File: src/rtl/fifo_sync.sv
// Single-clock FIFO: power-of-two depth, almost-full/empty thresholds, optional FWFT read
// port, sticky overflow/underflow. Define FIFO_EDGE_EN to turn wr_en/rd_en into rising-edge strobes.
module fifo_sync #(
    parameter int DATA_WIDTH = 16,
    parameter int ADDR_WIDTH = 5,
    parameter int FWFT       = 0
) (
    input  logic                  clk,
    input  logic                  rst,
    input  logic [DATA_WIDTH-1:0] wr_data,
    input  logic                  wr_en,
    input  logic                  rd_en,
    input  logic [ADDR_WIDTH:0]   afull_lvl,
    input  logic [ADDR_WIDTH:0]   aempty_lvl,
    input  logic                  clr_err,
    output logic [DATA_WIDTH-1:0] rd_data,
    output logic                  rd_valid,
    output logic                  empty,
    output logic                  full,
    output logic                  almost_empty,
    output logic                  almost_full,
    output logic [ADDR_WIDTH:0]   level,
    output logic                  overflow,
    output logic                  underflow
);
    localparam int                DEPTH   = 2 ** ADDR_WIDTH;
    localparam logic [ADDR_WIDTH:0] DEPTH_L = {1'b1, {ADDR_WIDTH{1'b0}}};
    localparam logic [ADDR_WIDTH:0] ONE_L   = (ADDR_WIDTH+1)'(1);

    logic [DATA_WIDTH-1:0] mem [DEPTH];
    logic [ADDR_WIDTH-1:0] wr_ptr, rd_ptr;
    logic [ADDR_WIDTH:0]   cnt;
    logic                  wr_s, rd_s, wr_ok, rd_ok;

`ifdef FIFO_EDGE_EN
    // Delayed copies reset to 0, so an enable held through reset release still fires once.
    logic wr_en_d, rd_en_d;
    always_ff @(posedge clk) begin
        if (!rst) begin
            wr_en_d <= 1'b0;
            rd_en_d <= 1'b0;
        end else begin
            wr_en_d <= wr_en;
            rd_en_d <= rd_en;
        end
    end
    assign wr_s = wr_en & ~wr_en_d;
    assign rd_s = rd_en & ~rd_en_d;
`else
    assign wr_s = wr_en;
    assign rd_s = rd_en;
`endif

    assign empty        = (cnt == '0);
    assign full         = (cnt == DEPTH_L);
    assign almost_empty = (cnt <= aempty_lvl);
    assign almost_full  = (cnt >= afull_lvl);
    assign level        = cnt;

    assign wr_ok = wr_s & ~full;
    assign rd_ok = rd_s & ~empty;

    always_ff @(posedge clk) begin
        if (wr_ok) mem[wr_ptr] <= wr_data;
    end

    always_ff @(posedge clk) begin
        if (!rst) begin
            wr_ptr    <= '0;
            rd_ptr    <= '0;
            cnt       <= '0;
            overflow  <= 1'b0;
            underflow <= 1'b0;
        end else begin
            if (wr_ok) wr_ptr <= wr_ptr + 1'b1;
            if (rd_ok) rd_ptr <= rd_ptr + 1'b1;
            case ({wr_ok, rd_ok})
                2'b10:   cnt <= cnt + ONE_L;
                2'b01:   cnt <= cnt - ONE_L;
                default: cnt <= cnt;
            endcase
            // A new error event wins over a same-cycle clear.
            if (wr_s && full)    overflow <= 1'b1;
            else if (clr_err)    overflow <= 1'b0;
            if (rd_s && empty)   underflow <= 1'b1;
            else if (clr_err)    underflow <= 1'b0;
        end
    end

    generate
        if (FWFT == 0) begin : g_std
            logic [1:0]            vld_pipe;
            logic [DATA_WIDTH-1:0] rd_q;
            assign vld_pipe[0] = rd_ok;
            always_ff @(posedge clk) begin
                if (!rst) begin
                    vld_pipe[1] <= 1'b0;
                    rd_q        <= '0;
                end else begin
                    vld_pipe[1] <= vld_pipe[0];
                    if (rd_ok) rd_q <= mem[rd_ptr];
                end
            end
            assign rd_data  = rd_q;
            assign rd_valid = vld_pipe[1];
        end else begin : g_fwft
            // Head word is always presented; a pop just advances rd_ptr.
            assign rd_data  = mem[rd_ptr];
            assign rd_valid = ~empty;
        end
    endgenerate
endmodule

File: config.mk
export PLATFORM = sky130hd
export DESIGN_NAME = fifo_sync
export DESIGN_NICKNAME = d
export VERILOG_FILES = /design/src/rtl/fifo_sync.sv
export SDC_FILE = /design/constraint.sdc
export NUM_CORES = 1
export LEC_CHECK = 0
export CAP_MARGIN = 0
export CORE_MARGIN = 2
export CORE_UTILIZATION = 55
export CTS_CLUSTER_SIZE = 20
export DETAILED_ROUTE_END_ITERATION = 7
export GPL_TIMING_DRIVEN = 0
export PLACE_DENSITY = 0.71
export SLEW_MARGIN = 20
export SYNTH_ARGS = -nofsm -noshare
export SYNTH_HDL_FRONTEND = slang
export SYNTH_SLANG_ARGS = --single-unit
File: constraint.sdc
create_clock -name clk -period 2.9 [get_ports clk]
set_input_delay 0.58 -clock clk [delete_from_list [all_inputs] [get_ports clk]]
set_output_delay 0.58 -clock clk [all_outputs]
set_load 0.02 [all_outputs]
==> results of run 1 <==
synthesized netlist by cell type (13+ instances only):
cell      count
clkbuf_1     32
a22oi_1      15
ha_1         22
o221ai_1     16
inv_1        17
a21oi_1      40
nor2_1       39
dfxtp_1      35
mux4_2       93
mux2i_1      65
nor2b_1      13
o22ai_1      15
a22o_1       31
edfxtp_1    512
final timing paths:
check	to	slack, ps	depth (start not counted)
max	rd_data[13]	80	9
min	rd_data[15]	470	1
max reg2reg	rd_data[13]	80	9
min reg2reg	rd_data[15]	470	1
per-stage QoR:
step | power (W) | hold slack, ps | util (%) | setup WS [ps] | TNS, ps
2_1_floorplan | 0.0117 | 534 | - | -76.9 | -76.9
6_report | 0.0198 | 474 | 64.8 | 78.3 | 0
4_1_cts | 0.0198 | 479 | 64.7 | 18.9 | 0
3_5_place_dp | 0.0131 | 466 | 59.9 | -467 | -10140
5_1_grt | 0.0205 | 500 | 64.8 | -15.9 | -26.5
3_3_place_gp | 0.0130 | 460 | 59.0 | -552 | -232190
cell families after synthesis:
kind of cell	Yosys count	synth area share, %
flip-flops	547	75.2
buffers and inverters	78	1.92
multiplexers	162	13.3
AO/OA/AOI/OAI	150	5.09
adder cells (fa/ha/maj)	23	1.38
AND/OR/NAND/NOR	101	2.56
XOR/XNOR	12	0.492
state kept, by name, indices dropped and copies added, names as in the netlist:
| name | flops |
|---|---|
| level | 6 |
| overflow | 1 |
| mem | 512 |
| rd_valid | 1 |
| underflow | 1 |
| wr_ptr | 5 |
| rd_ptr | 5 |
| rd_data | 16 |
area by class of cell:
| class | instances | area (um2) |
|---|---|---|
| sequential | 547 | 16100 |
| fill | 2587 | 13500 |
| inverter | 17 | 63.8 |
| clock inverter | 28 | 238 |
| multi-input combinational | 448 | 5230 |
| timing repair buffer | 98 | 923 |
| tap | 518 | 648 |
| clock buffer | 68 | 1400 |
| buffer | 59 | 345 |
timing repair:
item,4_1_cts,5_1_grt
endpoints found under the setup margin,22,44
buffers inserted,5,2
hold endpoints to repair,0,0
pin swaps,7,3
resized for setup,39,17
metal layers:
layer	global-route usage, %	vias to the layer above
met5	0	-
met4	6.69	0
met3	4.08	74
met2	37.8	479
met1	34.6	5571
li1	-	4711
power by group through the flow:
stage               registers, W  logic [W]  clock network (W)
global route             0.00909    0.00442            0.00695
floorplan                0.00935    0.00236                  0
detailed placement       0.00924    0.00388                  0
CTS                      0.00907    0.00407            0.00664
global placement         0.00924    0.00379                  0
finish                   0.00907    0.00415            0.00654
critical path, cell delays in order (launching register included):
cell       delay (ps)
dfxtp_1           380
buf_6             190
buf_6             200
buf_6             210
buf_2             350
mux2i_1           260
o22ai_1           140
a2111oi_1         590
a21oi_1           160
a22o_1            210
==> flow_summary.yaml, run 1 <==
critical_path:
  cp-end-kind: "register"
  r2r_start: "rd_ptr[0]"
  cp.arrival_ps: 3280
  start_kind: "register"
  cp.required_ps: 3360
  worst-setup-path-type: "reg2reg"
  critPathMaxFanout: 10
  startpoint: "rd_ptr[0]"
synth:
  yosysSeqAreaShare_pct: 75.2
  syn-num-nets: 1129
  synthArstFlopShare_pct: 0
  yosysTopAreaCell: "edfxtp_1"
  yosys.cell_types.count: 51
  ys_ff_latch: 547
  synth_edf_count: 512
  yosys_most_used_dff: "edfxtp_1"
  synthTopCellsByArea: "edfxtp_1, mux4_2, dfxtp_1"
  avgSynthCellArea_um2: 19.9
  yosysTopAreaCellShare_pct: 71.9
  syn_inst: 1073
  syn-cell-area_um2: 21400
  ys.warnings.count: 0
cts:
  postCtsHoldBufs: 0
  cts_buffer_depth: 3
  cts_tree: "built"
  clk_root_buffer_cell: "clkbuf_16"
  h-tree-depth: 2
  clock_sinks: 547
  clk_pin_slew_ps: 60
  worstSkewPairLatency_ps: 580
  cts-buffers-inserted: 52
route:
  wl_met2_um: 22500
  wl_met3_um: 4040
  routedWlPerCell_um: 26.4
  drt-pass1-iter-count: 7
  drtAntennaViolNets: 0
  drc: 0
  via_count: 10835
  wl_met1_um: 19300
  top_layer: "met4"
  drt-initial-drc-count: 1105
  avgViaCountPerCell: 6.08
  drt-total-wl_um: 47100
pwr:
  combPwrFrac_pct: 21.0
  p_leak_nw: 7.96
  internal_power_w: 0.0146
  p_clk_share_pct: 33.1
  switching_share_pct: 26.3
  seqPwrFrac_pct: 45.9
  p_sw_w: 0.00520
  vdd_drop_max_v: 0.000591
  powerDensity_nw_per_um2: 792
timing:
  hold_violations: 0
  fin_crit_ps: 2820
  slew_headroom_pct: 28.2
  skew_ps: 21.5
  min_period_over_period_pct: 97.3
  slew_viol_final: 0
  worst_slew_pin_slew_ps: 1080
  max_freq_ghz: 0.354
  setup_violations: 0
place:
  postPlaceCellArea_um2: 23100
  numPlacedInstances: 1682
  dp_hpwl_um: 30600
  globalplace.congestion: 0.857
  port_buffers: 61
global_route:
  overflow: 0
  antenna_found_initial: 0
  grt_pass1_vias: 10846
  grt_first_pass_wirelength_um: 70100
  grt.total_usage_pct: 23.8
  grt_max_degree: 33
cells_and_area:
  syn_to_final_growth_pct: 16.7
  final_cells: 1783
  drive_gt1_share_pct: 25.5
  mostFrequentLayoutCells: "edfxtp_1, mux4_2, mux2i_1"
  fin_nets: 1279
  antenna_cells: 0
  mostFrequentLayoutCell: "edfxtp_1"
  fin_area_um2: 24900
min_path:
  hold_class: "reg2reg"
  min-delay-start: "rd_data[15]"
floorplanning:
  ios: 62
  die_y_um: 201
  start_util_pct: 55.6
  coreArea_um2: 38500
  rows: 72
  die_w_um: 201
  die_area_um2: 40500
flow_run:
  maxCapViolCount: 0
status:
  status: "finished, final reports clean"
No activity file was read; power rests on OpenSTA's default activity.
==> run 2, diff against run 1 <==
--- a/config.mk
+++ b/config.mk
@@ -12,7 +12,9 @@
 export DETAILED_ROUTE_END_ITERATION = 7
 export GPL_TIMING_DRIVEN = 0
 export PLACE_DENSITY = 0.71
+export SETUP_SLACK_MARGIN = 0.5
 export SLEW_MARGIN = 20
 export SYNTH_ARGS = -nofsm -noshare
 export SYNTH_HDL_FRONTEND = slang
 export SYNTH_SLANG_ARGS = --single-unit
+export TNS_END_PERCENT = 30
==> flow_summary.yaml, run 2 (same netlist as run 1, synthesis figures left out) <==
route:
  drt-initial-drc-count: 1145
  routedWlPerCell_um: 26.5
  drt-total-wl_um: 49100
  drtAntennaViolNets: 0
  avgViaCountPerCell: 6.04
  drc: 0
  drt-pass1-iter-count: 7
  via_count: 11179
cts:
  worstSkewPairLatency_ps: 590
  cts_buffer_depth: 3
  cts-buffers-inserted: 53
  clk_root_buffer_cell: "clkbuf_16"
  postCtsHoldBufs: 0
  cts_tree: "built"
  h-tree-depth: 2
  clk_pin_slew_ps: 60
  clock_sinks: 547
cells_and_area:
  mostFrequentLayoutCell: "edfxtp_1"
  fin_nets: 1346
  regMostFlops: "mem"
  syn_to_final_growth_pct: 23.2
  antenna_cells: 0
  fill_cells: 2396
  mostFrequentLayoutCells: "edfxtp_1, mux4_2, mux2i_1"
  largest_register_ffs: 512
  fin_area_um2: 26300
  drive_gt1_share_pct: 34.7
critical_path:
  path_common_cell: "ha_4"
  reg2reg_depth: 10
  cp.arrival_ps: 3300
  start_kind: "register"
  path_depth: 10
  cp-end-kind: "register"
  critPathMaxFanout: 6
  crit_path_cell_trace: "or4_4, nor3_4, nor2b_2, buf_6, ha_4, ha_4, or3b_4, o311ai_4, xnor2_1, and2_1"
  path_buf_inv: 1
  critPathMaxStageDelay_ps: 570
  cpMaxStageDelayCell: "or4_4"
  cp_top_family: "simple AND/OR/NAND/NOR gates"
  cp.required_ps: 3360
  worst-setup-path-type: "reg2reg"
timing:
  slew_headroom_pct: 49.4
  max_freq_ghz: 0.353
  setup_violations: 0
  rsz0062_at_grt: "yes"
  skew_ps: 28.0
  worst_slew_pin_slew_ps: 759
  min_period_over_period_pct: 97.6
  fin_crit_ps: 2830
  slew_viol_final: 0
  hold_violations: 0
  whs_ps: 482
flow_run:
  maxCapViolCount: 0
global_route:
  grt_pass1_vias: 11285
  grt.total_usage_pct: 24.4
  grt_max_degree: 33
  grt_first_pass_wirelength_um: 72100
  overflow: 0
  antenna_found_initial: 0
pwr:
  powerDensity_nw_per_um2: 793
  power.total_w: 0.0209
  p_leak_nw: 8.57
  vdd_drop_max_v: 0.000639
floorplanning:
  die_area_um2: 40500
  rows: 72
  die_y_um: 201
  die_w_um: 201
  coreArea_um2: 38500
  ios: 62
  start_util_pct: 55.6
status:
  status: "finished, final reports clean"
place:
  globalplace.congestion: 0.836
  dp_hpwl_um: 30700
  port_buffers: 61
  postPlaceCellArea_um2: 23000
min_path:
  hold_class: "reg2reg"
  whs_path_depth: 1
## run 2: final timing paths
check | end | slack [ps] | startpoint
worst max-delay path | level[5] | 70 | level[0]
worst min-delay path | rd_data[7] | 480 | rd_data[7]
worst max register to register | level[5] | 70 | level[0]
worst min register to register | rd_data[7] | 480 | rd_data[7]
## run 2: area by class of cell
class,instances,area [um2],share of cell area [%]
Inverter,17,66.3,0.252
Clock inverter,25,244,0.926
Timing Repair Buffer,162,1590,6.05
Sequential cell,547,16100,61.1
Multi-Input combinational cell,448,5750,21.8
Tap cell,518,648,2.46
Buffer,61,485,1.84
Clock buffer,74,1470,5.57
## run 2: stage by stage
stage / util, % / setup WS, ps / std cells / setup TNS (ps)
global route: 68.5 / -23.9 / 1852 / -32.7
detailed placement: 59.8 / -440 / 1678 / -14610
CTS: 66.8 / 116 / 1811 / 0
finish: 68.5 / 68.5 / 1852 / 0
floorplan: - / -76.9 / 1073 / -76.9
global placement: 59.0 / -546 / 1652 / -223720
## run 2: power by group
group,switching (W),internal [W],leakage [nW]
clock network,0.00279,0.00397,0.836
logic,0.00257,0.00251,2.83
registers,0.000166,0.00890,4.90
## run 2: worst register-to-register path: cells and delay by family (launching register included)
| kind | cells | cell delay [ps] |
|---|---|---|
| xor gates and xnor gates | 1 | 110 |
| and+or+nand+nor | 5 | 1380 |
| adders and majority gates | 2 | 460 |
| buffers and inverters | 1 | 120 |
| AOI/OAI and AO/OA | 1 | 310 |
| DFF | 1 | 350 |
## run 2: per-layer routing
metal,routed length (um),GRT usage (%),up-vias
met5,0,0,-
met4,2010,9.79,0
met3,3550,3.37,79
met2,23200,37.7,482
met1,20400,35.9,5755
li1,-,-,4863
## run 2: what timing repair did
item / CTS / global route
resized for setup: 155 / 81
setup buffers: 32 / 41
pin swaps: 45 / 46
endpoints found under the setup margin: 367 / 423
cloned: 2 / 0
==> run 3, diff against run 2 <==
--- a/config.mk
+++ b/config.mk
@@ -7,9 +7,10 @@
 export LEC_CHECK = 0
 export CAP_MARGIN = 0
 export CORE_MARGIN = 2
-export CORE_UTILIZATION = 55
+export CORE_UTILIZATION = 57
 export CTS_CLUSTER_SIZE = 20
 export DETAILED_ROUTE_END_ITERATION = 7
+export DONT_BUFFER_PORTS = 1
 export GPL_TIMING_DRIVEN = 0
 export PLACE_DENSITY = 0.71
 export SETUP_SLACK_MARGIN = 0.5
@@ -17,4 +18,3 @@
 export SYNTH_ARGS = -nofsm -noshare
 export SYNTH_HDL_FRONTEND = slang
 export SYNTH_SLANG_ARGS = --single-unit
-export TNS_END_PERCENT = 30
==> constraint.sdc (replaced) <==
create_clock -name clk -period 2.9 [get_ports clk]
set_input_delay 0.58 -clock clk [delete_from_list [all_inputs] [get_ports clk]]
set_output_delay 0.58 -clock clk [all_outputs]
set_load 0.05 [all_outputs]
==> flow_summary.yaml, run 3 (same netlist as run 1, synthesis figures left out) <==
min_path:
  hold_class: "in2reg"
  holdPathEnd: "mem[31][4]"
  whs_path_depth: 0
  min-delay-start: "wr_data[4]"
floorplanning:
  start_util_pct: 58.1
  rows: 70
  ios: 62
  die_area_um2: 39100
  coreArea_um2: 36800
  die_w_um: 198
  die_y_um: 198
timing:
  setup_violations: 3
  min_period_over_period_pct: 113
  hold_violations: 0
  whs_ps: 80.5
  worst_slew_pin_slew_ps: 1210
  max_freq_ghz: 0.306
  finalWorstSetupSlack_ps: -370
  slew_headroom_pct: 19.3
  slew_viol_final: 0
  fin_crit_ps: 3270
  rsz0062_at_grt: "yes"
  fin_setup_tns_ps: -928
  skew_ps: 15.9
flow_run:
  maxCapViolCount: 0
route:
  drt-total-wl_um: 51100
  drtAntennaViolNets: 0
  drt-initial-drc-count: 1358
  avgViaCountPerCell: 6.55
  drc: 0
  drt-pass1-iter-count: 5
  routedWlPerCell_um: 29.8
  via_count: 11251
global_route:
  antenna_found_initial: 1
  overflow: 0
  grt.busiest_layer: "met1"
  grt_max_degree: 33
  grt_util_met3_pct: 5.26
  grt_first_pass_wirelength_um: 70800
  grt.total_usage_pct: 25.7
  use_met2_pct: 37.9
  grt_pass1_vias: 10666
  globalRouteMet1Util_pct: 39.4
critical_path:
  cp-end-kind: "register"
  start_kind: "register"
  worst-setup-path-type: "reg2reg"
  cp.arrival_ps: 3760
  reg2reg_depth: 10
  critPathMaxFanout: 6
  r2r_start: "level[0]"
  r2r_end: "level[5]"
  regToRegSetupSlack_ps: -370
  cp.required_ps: 3390
pwr:
  p_leak_nw: 7.98
  vdd_drop_max_v: 0.000742
  powerDensity_nw_per_um2: 820
  power.total_w: 0.0208
status:
  violations: "negative setup slack"
  status: "complete, but fails checks"
cells_and_area:
  drive_gt1_share_pct: 29.9
  fin_area_um2: 25400
  mostFrequentLayoutCells: "edfxtp_1, mux4_2, mux2i_1"
  mostFrequentLayoutCell: "edfxtp_1"
  utilization_pct: 69.0
  largest_register_ffs: 512
  syn_to_final_growth_pct: 18.8
  fin_nets: 1262
  antenna_cells: 0
  regMostFlops: "mem"
cts:
  clk_root_buffer_cell: "clkbuf_16"
  h-tree-depth: 2
  postCtsHoldBufs: 0
  cts_tree: "built"
  cts_buffer_depth: 3
  cts-buffers-inserted: 53
  clock_sinks: 547
  worstSkewPairLatency_ps: 590
  clk_pin_slew_ps: 60
place:
  dp_hpwl_um: 28300
  globalplace.congestion: 0.828
  postPlaceCellArea_um2: 22100
  port_buffers: 0
==> run 3: changes by cell type in the layout (fill, tap and decap cells not counted), moves of 13 or more <==
cell and change:
a21oi_2 -13, buf_2 -15, buf_4 -31, buf_6 -22
clkdlybuf4s50_1 -37, nor2_4 +31
==> run 3: how the worst max path moves through the flow <==
stage	startpoint	end	slack [ps]	depth (start not counted)
finish	level[0]	level[5]	-370	10
global route	level[0]	level[5]	-480	13
CTS	level[0]	level[5]	-380	10
detailed placement	level[5]	level[5]	-620	13
global placement	level[5]	level[5]	-610	13
floorplan	level[1]	level[5]	-350	10
==> run 3: what timing repair did <==
action	in CTS	in global routing
resized for setup	90	91
pin swaps	30	46
setup endpoints to repair	541	549
buffers inserted	17	31
gates cloned	12	18
==> run 3: critical path, cell delays in order, from the launching register on <==
cell and delay, ps:
dfxtp_4 420, or4_4 590, nor3_4 510, nor2b_2 90, buf_6 150, ha_4 180, ha_4 280, or3b_4 390
o311ai_4 310, xnor2_1 90, and2_1 150
==> run 3: power breakdown <==
group	internal (W)	switching (W)	total, W
clock	0.00402	0.00284	0.00686
combinational	0.00206	0.00230	0.00436
sequential	0.00890	0.000696	0.00960
==> run 3: layout make-up <==
cell class	instances	area [um2]
multi-input combinational	476	5890
fill	2229	11400
buffer	61	399
sequential	547	16100
clock inverter	23	243
timing repair buffer	50	626
clock buffer	75	1490
tap	468	586
inverter	17	63.8
==> run 3: routing by layer <==
metal	part of all wire [%]	routed length (um)	up-vias
met3	9.6	4930	88
li1	-	-	4735
met1	41	21100	5821
met4	3.0	1530	0
met2	46	23600	607
met5	0	0	-
==> run 3: per-stage QoR <==
| step | cells | setup WS [ps] |
|---|---|---|
| 4_1_cts | 1668 | -375 |
| 6_report | 1717 | -370 |
| 3_3_place_gp | 1541 | -609 |
| 5_1_grt | 1717 | -478 |
| 2_1_floorplan | 1073 | -345 |
| 3_5_place_dp | 1541 | -619 |
